### src/rtl/code_deserializer_pkg.sv
// code_pkg: shared code-word width and deserializer state type.
package code_pkg;
  localparam int CODE_W = 4;
  typedef enum logic {COLLECT, FULL} deser_state_t;
  typedef logic [CODE_W-1:0] code_t;
endpackage

### src/rtl/code_deserializer.sv
// code_deserializer: serial-to-parallel code word assembler with valid/ready output and double buffering.
module code_deserializer
  import code_pkg::*;
#(
  parameter int W = CODE_W,
  parameter int MSB_FIRST = 1,
  parameter int SLIDING = 0
) (
  input  logic         clk,
  input  logic         rst_n,
  input  logic         sync,
  input  logic         din,
  input  logic         din_valid,
  output logic         din_ready,
  output logic [W-1:0] b_o,
  output logic         b_valid,
  input  logic         b_ready,
  output logic         overrun,
  input  logic         clr_overrun
);
  localparam int CW = $clog2(W + 1);
  deser_state_t state, state_n;
  logic [CW-1:0] cnt, c, cnt_n;
  logic [W-1:0] sh, sh_n;
  logic primed, pr, accept, last, complete, slot_free, load;
  always_comb begin
    din_ready = state == COLLECT;
    accept = din_valid && din_ready;
    c = sync ? '0 : cnt;
    pr = !sync && primed;
    last = c == CW'(W - 1);
    sh_n = accept ? ((MSB_FIRST != 0) ? {sh[W-2:0], din} : {din, sh[W-1:1]}) : sh;
    complete = accept && (last || (SLIDING != 0 && pr));
    slot_free = !b_valid || b_ready;
    load = slot_free && (complete || state == FULL);
    state_n = (complete && !slot_free) ? FULL : ((state == FULL && slot_free) ? COLLECT : state);
    cnt_n = accept ? (last ? '0 : c + 1'b1) : c;
  end
  // sh is only written on accepted bits, so a pending word in FULL survives sync
  always_ff @(posedge clk) begin
    if (!rst_n) begin
      state <= COLLECT;
      cnt <= '0;
      sh <= '0;
      primed <= 1'b0;
      b_o <= '0;
      b_valid <= 1'b0;
      overrun <= 1'b0;
    end else begin
      state <= state_n;
      cnt <= cnt_n;
      sh <= sh_n;
      primed <= pr || (accept && last);
      if (load) b_o <= complete ? sh_n : sh;
      b_valid <= load || (b_valid && !b_ready);
      overrun <= (din_valid && !din_ready) || (overrun && !clr_overrun);
    end
  end
endmodule
### config.mk
export PLATFORM = sky130hd
export DESIGN_NAME = code_deserializer
export DESIGN_NICKNAME = d
export VERILOG_FILES = /design/src/rtl/code_deserializer_pkg.sv /design/src/rtl/code_deserializer.sv
export SDC_FILE = /design/constraint.sdc
export NUM_CORES = 1
export LEC_CHECK = 0
export CORE_MARGIN = 2
export CORE_UTILIZATION = 41
export CTS_CLUSTER_SIZE = 40
export DETAILED_ROUTE_END_ITERATION = 10
export MAX_ROUTING_LAYER = met4
export PLACE_DENSITY = 0.7
export SETUP_SLACK_MARGIN = 0.2
export SLEW_MARGIN = 15
export SYNTH_ARGS = -nofsm -noshare
export SYNTH_HDL_FRONTEND = slang
export SYNTH_SLANG_ARGS = --single-unit
export TNS_END_PERCENT = 5
### constraint.sdc
create_clock -name clk -period 1.5 [get_ports clk]
set_input_delay 0.3 -clock clk [delete_from_list [all_inputs] [get_ports clk]]
set_output_delay 0.3 -clock clk [all_outputs]
set_load 0.005 [all_outputs]
Word-level counts from Yosys, hierarchy flattened. Cells that the tools add are included.

Input port bits: 7. Output and inout port bits: 7. Register bits after elaboration: 14. Word-level logic and storage cells: 33.

Mux-type cells: 7. Bitwise logic cells: 1. $add $sub $neg: 1. Equal/unequal tests: 1. Reduce and logical (&&, ||, !) cells: 17.

Operators with widths (number): $mux 3 (3); $logic_and 1x1->1 (8); $mux 4 (2); $logic_not 1->1 (4); $logic_or 1x1->1 (4); $add 3x1->3 const B (1); $eq 3x2->1 const B (1); $mux 1 (2); $reduce_bool 2->1 (1); $not 1->1 (1).

Longest topological paths before layout. Gate-level depths: netlist of run 1.

Depth after elaboration: 6. Mapped depth: 5.

Least setup slack after synthesis of run 1. Ideal clock, no wire load.

Path type: input to register. Start point: input sync. End point: register b_o[0]. Data arrival time: 1.311 ns. Stages on the path: 5. Buffers on the path: 0. Setup slack: 0.104 ns. Setup time: 0.086 ns. Cells stage by stage: and2b_1 -> ha_1 -> a31o_1 -> and2_4 -> a211oi_1.

Cells in the longest elaborated chain, start to end: 5. Elaborated cells between the ends (all ways): 6. Those cells by class: 1 x eq/ne; 2 x mux; 3 x reduce/logical.

RTL lines: start, declared (line code_deserializer.sv:11) `input logic sync,`; $mux 3 (*) (line code_deserializer.sv:29) `c = sync ? '0 : cnt;`; $eq 3x2->1 (*) (line code_deserializer.sv:31) `last = c == CW'(W - 1);`; $logic_and 1x1->1 (*); $logic_or 1x1->1 (line code_deserializer.sv:35) `load = slot_free && (complete || state == FULL);`; $logic_and 1x1->1 (line code_deserializer.sv:35); end signal, assigned (line code_deserializer.sv:54) `if (load) b_o <= complete ? sh_n : sh;`; end, declared (line code_deserializer.sv:15) `output logic [W-1:0] b_o,`.

Mark *: on every way between the ends. The rest lies on a longest branch, timed or not. A chain may end at the register's enable or synchronous reset.

Worst setup path in the final report of run 1.
Start point: register b_o[2]. End point: output b_o[2].

No word-level cell between the ends.

==> results, run 1 <==
- The flow ran to the end, and the final reports show no timing, DRC or antenna violations.
- In this run the number of H-tree levels came out at 1.
- The clock tree from TritonCTS is done.
- Setup repair after global routing could not meet its margin everywhere.
- The maximum cell stage delay along the critical path is 0.50 ns.
- Across all layers, the routed design uses 466 vias.
- The largest fanout on the critical path is 2.
- The count of port buffers added during placement is 13.
- Yosys printed 0 warnings.
- By area, the combinational part of the netlist is dominated by simple AND/OR/NAND/NOR gates.
- Compared with the post-synthesis result, the final layout area differs by 41.8%.
- Walking the worst path, the cells encountered are clkdlybuf4s50_1.
- The cell area after placement is 793 um^2.
- The initial DRC count is 8.
- The number of global-route vias before repair came to roughly 460.
- Headroom to the max-slew limit came out at roughly 84%.
- The first global-routing pass estimated 1990 um of wire.
- In the post-route analysis, the smallest setup slack over all paths is 0.0908 ns.
- The nature of the critical path endpoint is an output pin.
- After synthesis, the cell types taking the most area are dfxtp_1, mux2i_1, a211oi_1.
- Global routing consumed, on the met1 layer, 19.1% of the routing resources.
- The post-synth net total is between 60 and 70.
- The I/O pin total is 14.
- The row count is 13.
- The met3 track demand over resource in global routing is under 10%.
- The number of cells produced by synthesis is a little under 60.
- Routability-driven placement finished with a final weighted congestion of 0.739.
- The simple logic cell fraction of the synthesized area is 17.5%.
- The dominant cell type by area after synthesis is dfxtp_1.
- Registers take 288 um^2.
- The number of remaining DRC errors is 0.
- The initial core utilization is 45.1%.
- After routing the design area is 853 um^2.
- After detailed routing, the number of vias per cell comes to between 4 and 5.
- The average wire per cell in the routed design is 12.2 um.
- The area of the core is 1330 um^2.
- In this run the worst hold path is classified as register to register.
- Summing all multi-input logic gate instances after layout gives 334 um^2.
- The cell depth of the worst flop-to-flop path is 6.
- The overall die area is 1790 um^2.
- The die is 42.3 um tall.
- Across the VDD grid, the largest voltage drop is ~0.63 mV.
- The total power is approximately 0.64 mW.
- The number of antenna violations at the first check in global routing was 0.
- The synthesis-stage register bit count is 14.
- The cell area after technology mapping is 602 um^2.
- The hold slack is approximately 0.47 ns.
- The type of origin of the critical path is a register.
- No sink is reached through more buffers than the 2 on the longest clock path.
- The half-perimeter wire length after detailed placement is 808 um.
- Of the available clock period, the critical path in the final layout requires between 90% and 100%.
- At the placement stage, the worst setup path has a slack of -0.368 ns.
- The final-report hold violation count is 0.
- In this run, distinct cell masters in the synthesized netlist total 21.
- For this run, the register share of the synthesized area comes to ~47%.
- The insertion delay to the later sink of the worst-skew pair is 0.28 ns.
- The maximum clock rate is 710 MHz.
- The setup path with the least slack is of type register to output pin.
- The proportion of netlist area held by the largest area contributor is 46.6%.
- The number of maximum-capacitance constraint violations is 0.
- The number of slew-limit violations in the final report was 0.
- In this run the static leakage power is 0.362 nW.
- Counting the buffers created by CTS gives 3.
- The cell with the largest stage delay on the worst path is clkdlybuf4s50_1.
- CTS saw 14 sinks.
- Counting both buffers and inverters, the worst setup path holds a total of 1.
- The required time at the worst-slack endpoint is about 1.2 ns.
- The adder and majority gate portion of the synthesized area is 2.08%.
- Summing the areas of all compound-gate instances in the mapped netlist gives 13.7% of the synthesized area.
- The repair_antennas step left the layout with diodes totalling 0.
- The synthesized area per cell is 10.4 um^2.
- The share of cells above drive strength 1 is about a third.
- Global routing used between 15 and 20% of the available tracks.
- The first detailed-routing pass ran for 4 iterations.
- Entering global routing, the biggest net connects 15 pins.
- For the final database, setup skew stands at about 0.0028 ns.
- In this run the horizontal extent of the chip is 42.3 um.
- The overall overflow remaining after global route is 0.
- At the worst endpoint, the arrival time is 1.11 ns.
- For this run, the post-layout net count is a little under 90.
- Summing the areas of all xor and xnor instances in the mapped netlist gives 1.46% of the synthesized area.
- The clock root buffer is clkbuf_4.
- For met2 alone, demand over resource in global routing was 21.5%.
- The final period demand of the worst path is 1.41 ns.
- In this run the number of cells on the critical path is 1.
- Setup violations remaining at the end of the flow were counted as 0.
- The layer flagged by global routing as most heavily used is met2.
- The final layout contains routed wiring with a total length of 1150 um.
- The count of fill cells added during filler insertion is 129.
- Of the post-synthesis cell area, the part taken by muxes is 15.0%.
- Along the worst hold path, the cell count comes to 2.
- The transition at the pin with the smallest max-transition slack is 0.242 ns.
- The top cell family by delay on the critical path is buffers and inverters.
- In this run the power density over the cells is 753 nW/um^2.
- The post-CTS clock slew at the launch and capture registers of the worst setup and hold paths is 0.08 ns.
- The number of antenna-violating nets in the routed design is 0.
## worst paths after layout
kind                              start  slack (ns)       to
worst max-delay path             b_o[2]        0.09   b_o[2]
worst min-delay path            overrun        0.47  overrun
worst max register to register   cnt[1]        0.14   b_o[3]
worst min register to register  overrun        0.47  overrun
## per-layer routing
metal,share of wire (%),wire (um),vias up
met1,46,521,202
met4,2.4,27,0
met2,45,513,14
li1,-,-,246
met3,7.2,83,4
met5,0,0,-
## worst min-delay path: cells and delay by family (launching register included)
kind            cells  cell delay (ns)
flops               1             0.31
simple gates        1             0.06
compound gates      1             0.05
## layout make-up
cell class	instances	share of cell area (%)
well taps	15	2.20
clock buffers	3	2.64
flip-flops and latches	14	33.7
repair buffers	20	21.4
inverters	2	0.880
multi-input cells	40	39.1
## placed cells by master, fill, tap and decap left out, types with 2 or more instances in the layout
| cell | instances |
|---|---|
| mux2i_1 | 8 |
| a21oi_1 | 6 |
| clkbuf_4 | 3 |
| dlygate4sd2_1 | 2 |
| dfxtp_2 | 3 |
| a211oi_1 | 4 |
| buf_4 | 7 |
| and2b_2 | 2 |
| nand2b_1 | 2 |
| dfxtp_1 | 10 |
| nor2_1 | 6 |
| clkdlybuf4s50_1 | 10 |
## report_power, final
group          internal (mW)  switching [mW]  total (mW)
registers              0.376         0.00340       0.379
clock network         0.0932           0.113       0.206
logic                 0.0336          0.0236      0.0572
total                  0.502           0.140       0.642
## Yosys cell counts
cell type and number:
a211oi_1 5, a21oi_1 6, a31o_1 1, a31oi_1 1
and2_4 1, and2b_1 2, buf_6 1, clkbuf_1 1
dfxtp_1 14, ha_1 1, inv_1 1, inv_2 1
mux2i_1 9, nand2_1 1, nand2b_1 2, nand2b_4 1
nand3_4 1, nor2_1 6, nor2b_1 1, nor3_1 1
xnor2_1 1
## per-stage QoR
step                utilization (%)  TNS, ns  instances
detailed placement             59.5    -3.09         90
floorplan                         -        0         58
CTS                            63.2        0         94
global route                   64.0        0         94
finish                         64.0        0         94
global placement               59.5    -2.76         90
## logic make-up (layout without fill, tap and decap cells)
kind of cell	count (synthesis)	in the layout
fa+ha+maj	1	1
flops	14	14
xor+xnor	1	1
simple gates	16	16
mux	9	9
compound gates	13	13
buf+inv	4	25
## sequential cells by signal, summed over array words and instances (netlist names)
| name | cells |
|---|---|
| b_o | 4 |
| sh | 4 |
| cnt | 3 |
| b_valid | 1 |
| overrun | 1 |
| state | 1 |
## repair_timing
item / in CTS / in global routing
gates resized for setup: 8 / 6
hold buffers: 0 / 0
buffers inserted: 1 / 0
cloned: 0 / 0
endpoints found under the setup margin: 20 / 18
No activity file was read; power rests on OpenSTA's default activity.
==> inputs of run 2 (changes only) <==
--- a/config.mk
+++ b/config.mk
@@ -5,6 +5,7 @@
 export SDC_FILE = /design/constraint.sdc
 export NUM_CORES = 1
 export LEC_CHECK = 0
+export ABC_CLOCK_PERIOD_IN_PS = 1500
 export CORE_MARGIN = 2
 export CORE_UTILIZATION = 41
 export CTS_CLUSTER_SIZE = 40
==> results of run 2 <==
The final DEF is identical to that of run 1; final timing and power are the same.
==> inputs of run 3 (changes only) <==
--- a/config.mk
+++ b/config.mk
@@ -10,6 +10,7 @@
 export CORE_UTILIZATION = 41
 export CTS_CLUSTER_SIZE = 40
 export DETAILED_ROUTE_END_ITERATION = 10
+export GPL_ROUTABILITY_DRIVEN = 0
 export MAX_ROUTING_LAYER = met4
 export PLACE_DENSITY = 0.7
 export SETUP_SLACK_MARGIN = 0.2
==> constraint.sdc (replaced) <==
create_clock -name clk -period 1.5 [get_ports clk]
set_input_delay 0.225 -clock clk [delete_from_list [all_inputs] [get_ports clk]]
set_output_delay 0.225 -clock clk [all_outputs]
set_load 0.005 [all_outputs]
==> run 3 against run 2 <==
Global-route usage increased by 1.3 points. Non-clock buffer count increased by 2. Worst hold slack improved by 0.013 ns. Final cell count increased by 3.2%. Setup slack improved by 0.066 ns. Critical path depth unchanged. Register-to-register slack improved by 0.03 ns. Sequential share of layout area decreased by 2.0 points. Fmax increased by 4.9%. Clock skew increased by 0.0010 ns. Critical path type unchanged. Largest cell class unchanged. Largest power group unchanged.
==> results, run 3 (synthesis gave the netlist of run 1 again) <==
- Status: finished clean (unchanged).
- The clock root buffer is clkbuf_4 (unchanged).
- The number of antenna violations at the first check in global routing came to 0 (unchanged).
- The endpoint of the most critical register-to-register path is b_o[2] (was b_o[3]).
- The overall die area is 1790 um^2 (unchanged).
- The startpoint of the most critical register-to-register path is cnt[1] (unchanged).
- The switching share of power was 21.0% (was 21.8%).
- The number of nets at the end of the flow is 91 (was 89).
- The total negative slack for setup checks is 0 ns (unchanged).
- The final period demand of the worst path is 1.34 ns (was 1.41 ns).
- The average wire per cell in the routed design is 13.1 um (was 12.2 um).
- The sequential power share was 53.8% (was 59.0%).
- The hold slack is 0.482 ns (was 0.470 ns).
- The number of vias after detailed routing is 500 (was 466).
- The critical path data arrival time is 1.12 ns (was 1.11 ns).
- The total buffers and inverters traversed by the critical path is 1 (unchanged).
- The routed wire length was 1270 um (was 1150 um).
- Top flop regs: b_o x4, sh x4, cnt x3 (unchanged).
- The type of origin of the critical path is a register (unchanged).
- The post-CTS clock slew at the launch and capture registers of the worst setup and hold paths is 0.08 ns (about the same).
- The post-route worst setup slack is 0.157 ns (was 0.0908 ns).
- The number of maximum-capacitance constraint violations came to 0 (unchanged).
- The number of remaining DRC errors is 0 (unchanged).
- The initial core utilization came to 45.1% (unchanged).
- The overall overflow remaining after global route is 0 (unchanged).
- The count of port buffers added during placement is 13 (unchanged).
- The total number of cells along the worst setup path is 1 (unchanged).
- The count of inserted antenna diode cells is 0 (unchanged).
- The clock tree from TritonCTS is done (unchanged).
- The combinational share of power was 8.7% (was 8.9%).
- RSZ-0062 raised after global routing: true (unchanged).
- The critical path class is register to output pin (unchanged).
- The worst clock skew on the final layout is 0.00378 ns (was 0.00276 ns).
- The switching power is 0.148 mW (was 0.140 mW).
- The TritonCTS buffer count came to 3 (unchanged).
- The area growth from synthesis to layout is 47.4% (was 41.8%).
- The chip height was 42.3 um (unchanged).
- The number of global-route vias before repair was 469 (was 455).
- The insertion delay to the later sink of the worst-skew pair is 0.28 ns (about the same).
- The total of endpoints with negative setup slack in the final report is 0 (unchanged).
- The share of cells above drive strength 1 is 31.7% (was 31.6%).
- The max-slew headroom at the worst pin came to 81.3% (was 83.9%).
- The I/O pin total came to 14 (unchanged).
- The maximum cell stage delay along the critical path is 0.50 ns (about the same).
- The clock network fraction of total power was 37.6% (was 32.1%).
- The width of the die came to 42.3 um (unchanged).
- The largest net degree at the start of global routing came to 15 (unchanged).
- The clock net sink count is 14 (unchanged).
- The H-tree level count was 1 (unchanged).
- The largest fanout on the critical path is 2 (unchanged).
- The wire length of the first global-routing pass was 2060 um (was 1990 um).
- The commonest non-fill, non-tap cell in the layout is dfxtp_1.
- The final-report hold violation count is 0 (unchanged).
- The transition at the pin with the smallest max-transition slack is 0.279 ns (was 0.242 ns).
- The number of slew-limit violations in the final report is 0 (unchanged).
- The detailed-router iteration count before antenna repair came to 4 (unchanged).
- The area of the core was 1330 um^2 (unchanged).
- Leading cell types in the layout, fill and taps excluded: dfxtp_1, clkdlybuf4s50_1, mux2i_1, buf_4 (was dfxtp_1, clkdlybuf4s50_1, mux2i_1).
- The internal power consumption was 0.560 mW (was 0.502 mW).
- The share of the clock period used by the worst path after layout is 89.5% (was 93.9%).
- The initial DRC count is 9 (was 8).
- The top cell family by delay on the critical path was buffers and inverters (unchanged).
- The number of buffers on the longest clock path came to 2 (unchanged).
- The worst-case setup slack after placement is -0.334 ns (was -0.368 ns).
- List of cells traversed by the critical path: clkdlybuf4s50_1 (unchanged).
- The count of hold-fix buffers inserted at cts is 0 (unchanged).
- The worst hold path class is register to register (unchanged).
- The cell with the largest stage delay on the worst path is clkdlybuf4s50_1 (unchanged).
- The register-to-register path setup slack came to 0.17 ns (was 0.14 ns).
- The start point of the critical path is b_o[0] (was b_o[2]).
- The via-per-instance ratio is 5.15 (was 4.96).
- The capturing element of the worst setup path is b_o[0] (was b_o[2]).
- The nature of the critical path endpoint is an output pin (unchanged).
- The number of antenna-violating nets in the routed design is 0 (unchanged).
- The total routing resource utilization after global routing is 16.8% (was 15.4%).
- The required time at the worst-slack endpoint is 1.27 ns (was 1.20 ns).
- The ratio of total power to cell area is 799 nW/um^2 (was 753 nW/um^2).
- The maximum clock rate is 745 MHz (was 710 MHz).
- The peak ir drop on the vdd network is 0.680 mV (was 0.633 mV).
- The cell depth of the worst flop-to-flop path came to 5 (was 6).
- The leakage power is 0.370 nW (was 0.362 nW).
- The row count is 13 (unchanged).
- The half-perimeter wire length after detailed placement was 764 um (was 808 um).
==> run 3: changes by cell type in the layout (fill, tap and decap cells not counted), moves of 2 or more <==
cell	before	now
a211oi_1	4	1
a211oi_2	1	4
dfxtp_1	10	13
dfxtp_2	3	1
buf_4	7	9
==> run 3: worst min path at each step <==
| stage | to | slack, ns | startpoint | cells after the start |
|---|---|---|---|---|
| 6_report | overrun | 0.48 | overrun | 2 |
| 5_1_grt | overrun | 0.52 | overrun | 2 |
| 4_1_cts | overrun | 0.48 | overrun | 2 |
| 3_5_place_dp | overrun | 0.47 | overrun | 2 |
| 3_3_place_gp | overrun | 0.46 | overrun | 2 |
| 2_1_floorplan | sh[0] | 0.37 | din | 2 |
==> run 3: worst min-delay path, cell delays in order (launching register included) <==
cell      delay, ns
dfxtp_1        0.32
nand2b_1       0.07
a21oi_1        0.06
==> run 3: layout make-up <==
class                      count  area (um^2)
clock buffer                   4         36.3
fill                         114          447
inverter                       2         7.51
multi-input combinational     40          344
sequential                    14          282
tap                           15         18.8
timing repair buffer          22          199
==> run 3: per-layer routing <==
metal / vias to the layer above / part of all wire, % / track usage, % / wire length, um
met3: 6 / 8.3 / 8.62 / 105
met5: - / 0 / - / 0
met1: 219 / 42 / 17.4 / 527
met4: 0 / 3.5 / 11.3 / 44
met2: 19 / 47 / 24.6 / 590
li1: 256 / - / - / -
==> run 3: metrics by stage <==
step | area (um^2) | std cells | util, % | power (mW)
floorplan | 604 | 58 | - | 0.420
global placement | 776 | 89 | 58.2 | 0.446
global route | 887 | 97 | 66.5 | 0.744
detailed placement | 776 | 89 | 58.2 | 0.446
finish | 887 | 97 | 66.5 | 0.709
CTS | 867 | 95 | 65.0 | 0.722
==> run 3: repair_timing <==
item	4_1_cts	5_1_grt
setup buffers	2	2
endpoints found under the setup margin	13	17
resized for setup	9	2
pin swaps	3	3
==> run 3: power by group through the flow <==
stage               clock network (mW)  registers [mW]  logic [mW]
floorplan                            0           0.389      0.0312
detailed placement                   0           0.390      0.0561
CTS                              0.281           0.381      0.0596
global route                     0.295           0.382      0.0668
finish                           0.266           0.381      0.0613
global placement                     0           0.390      0.0557
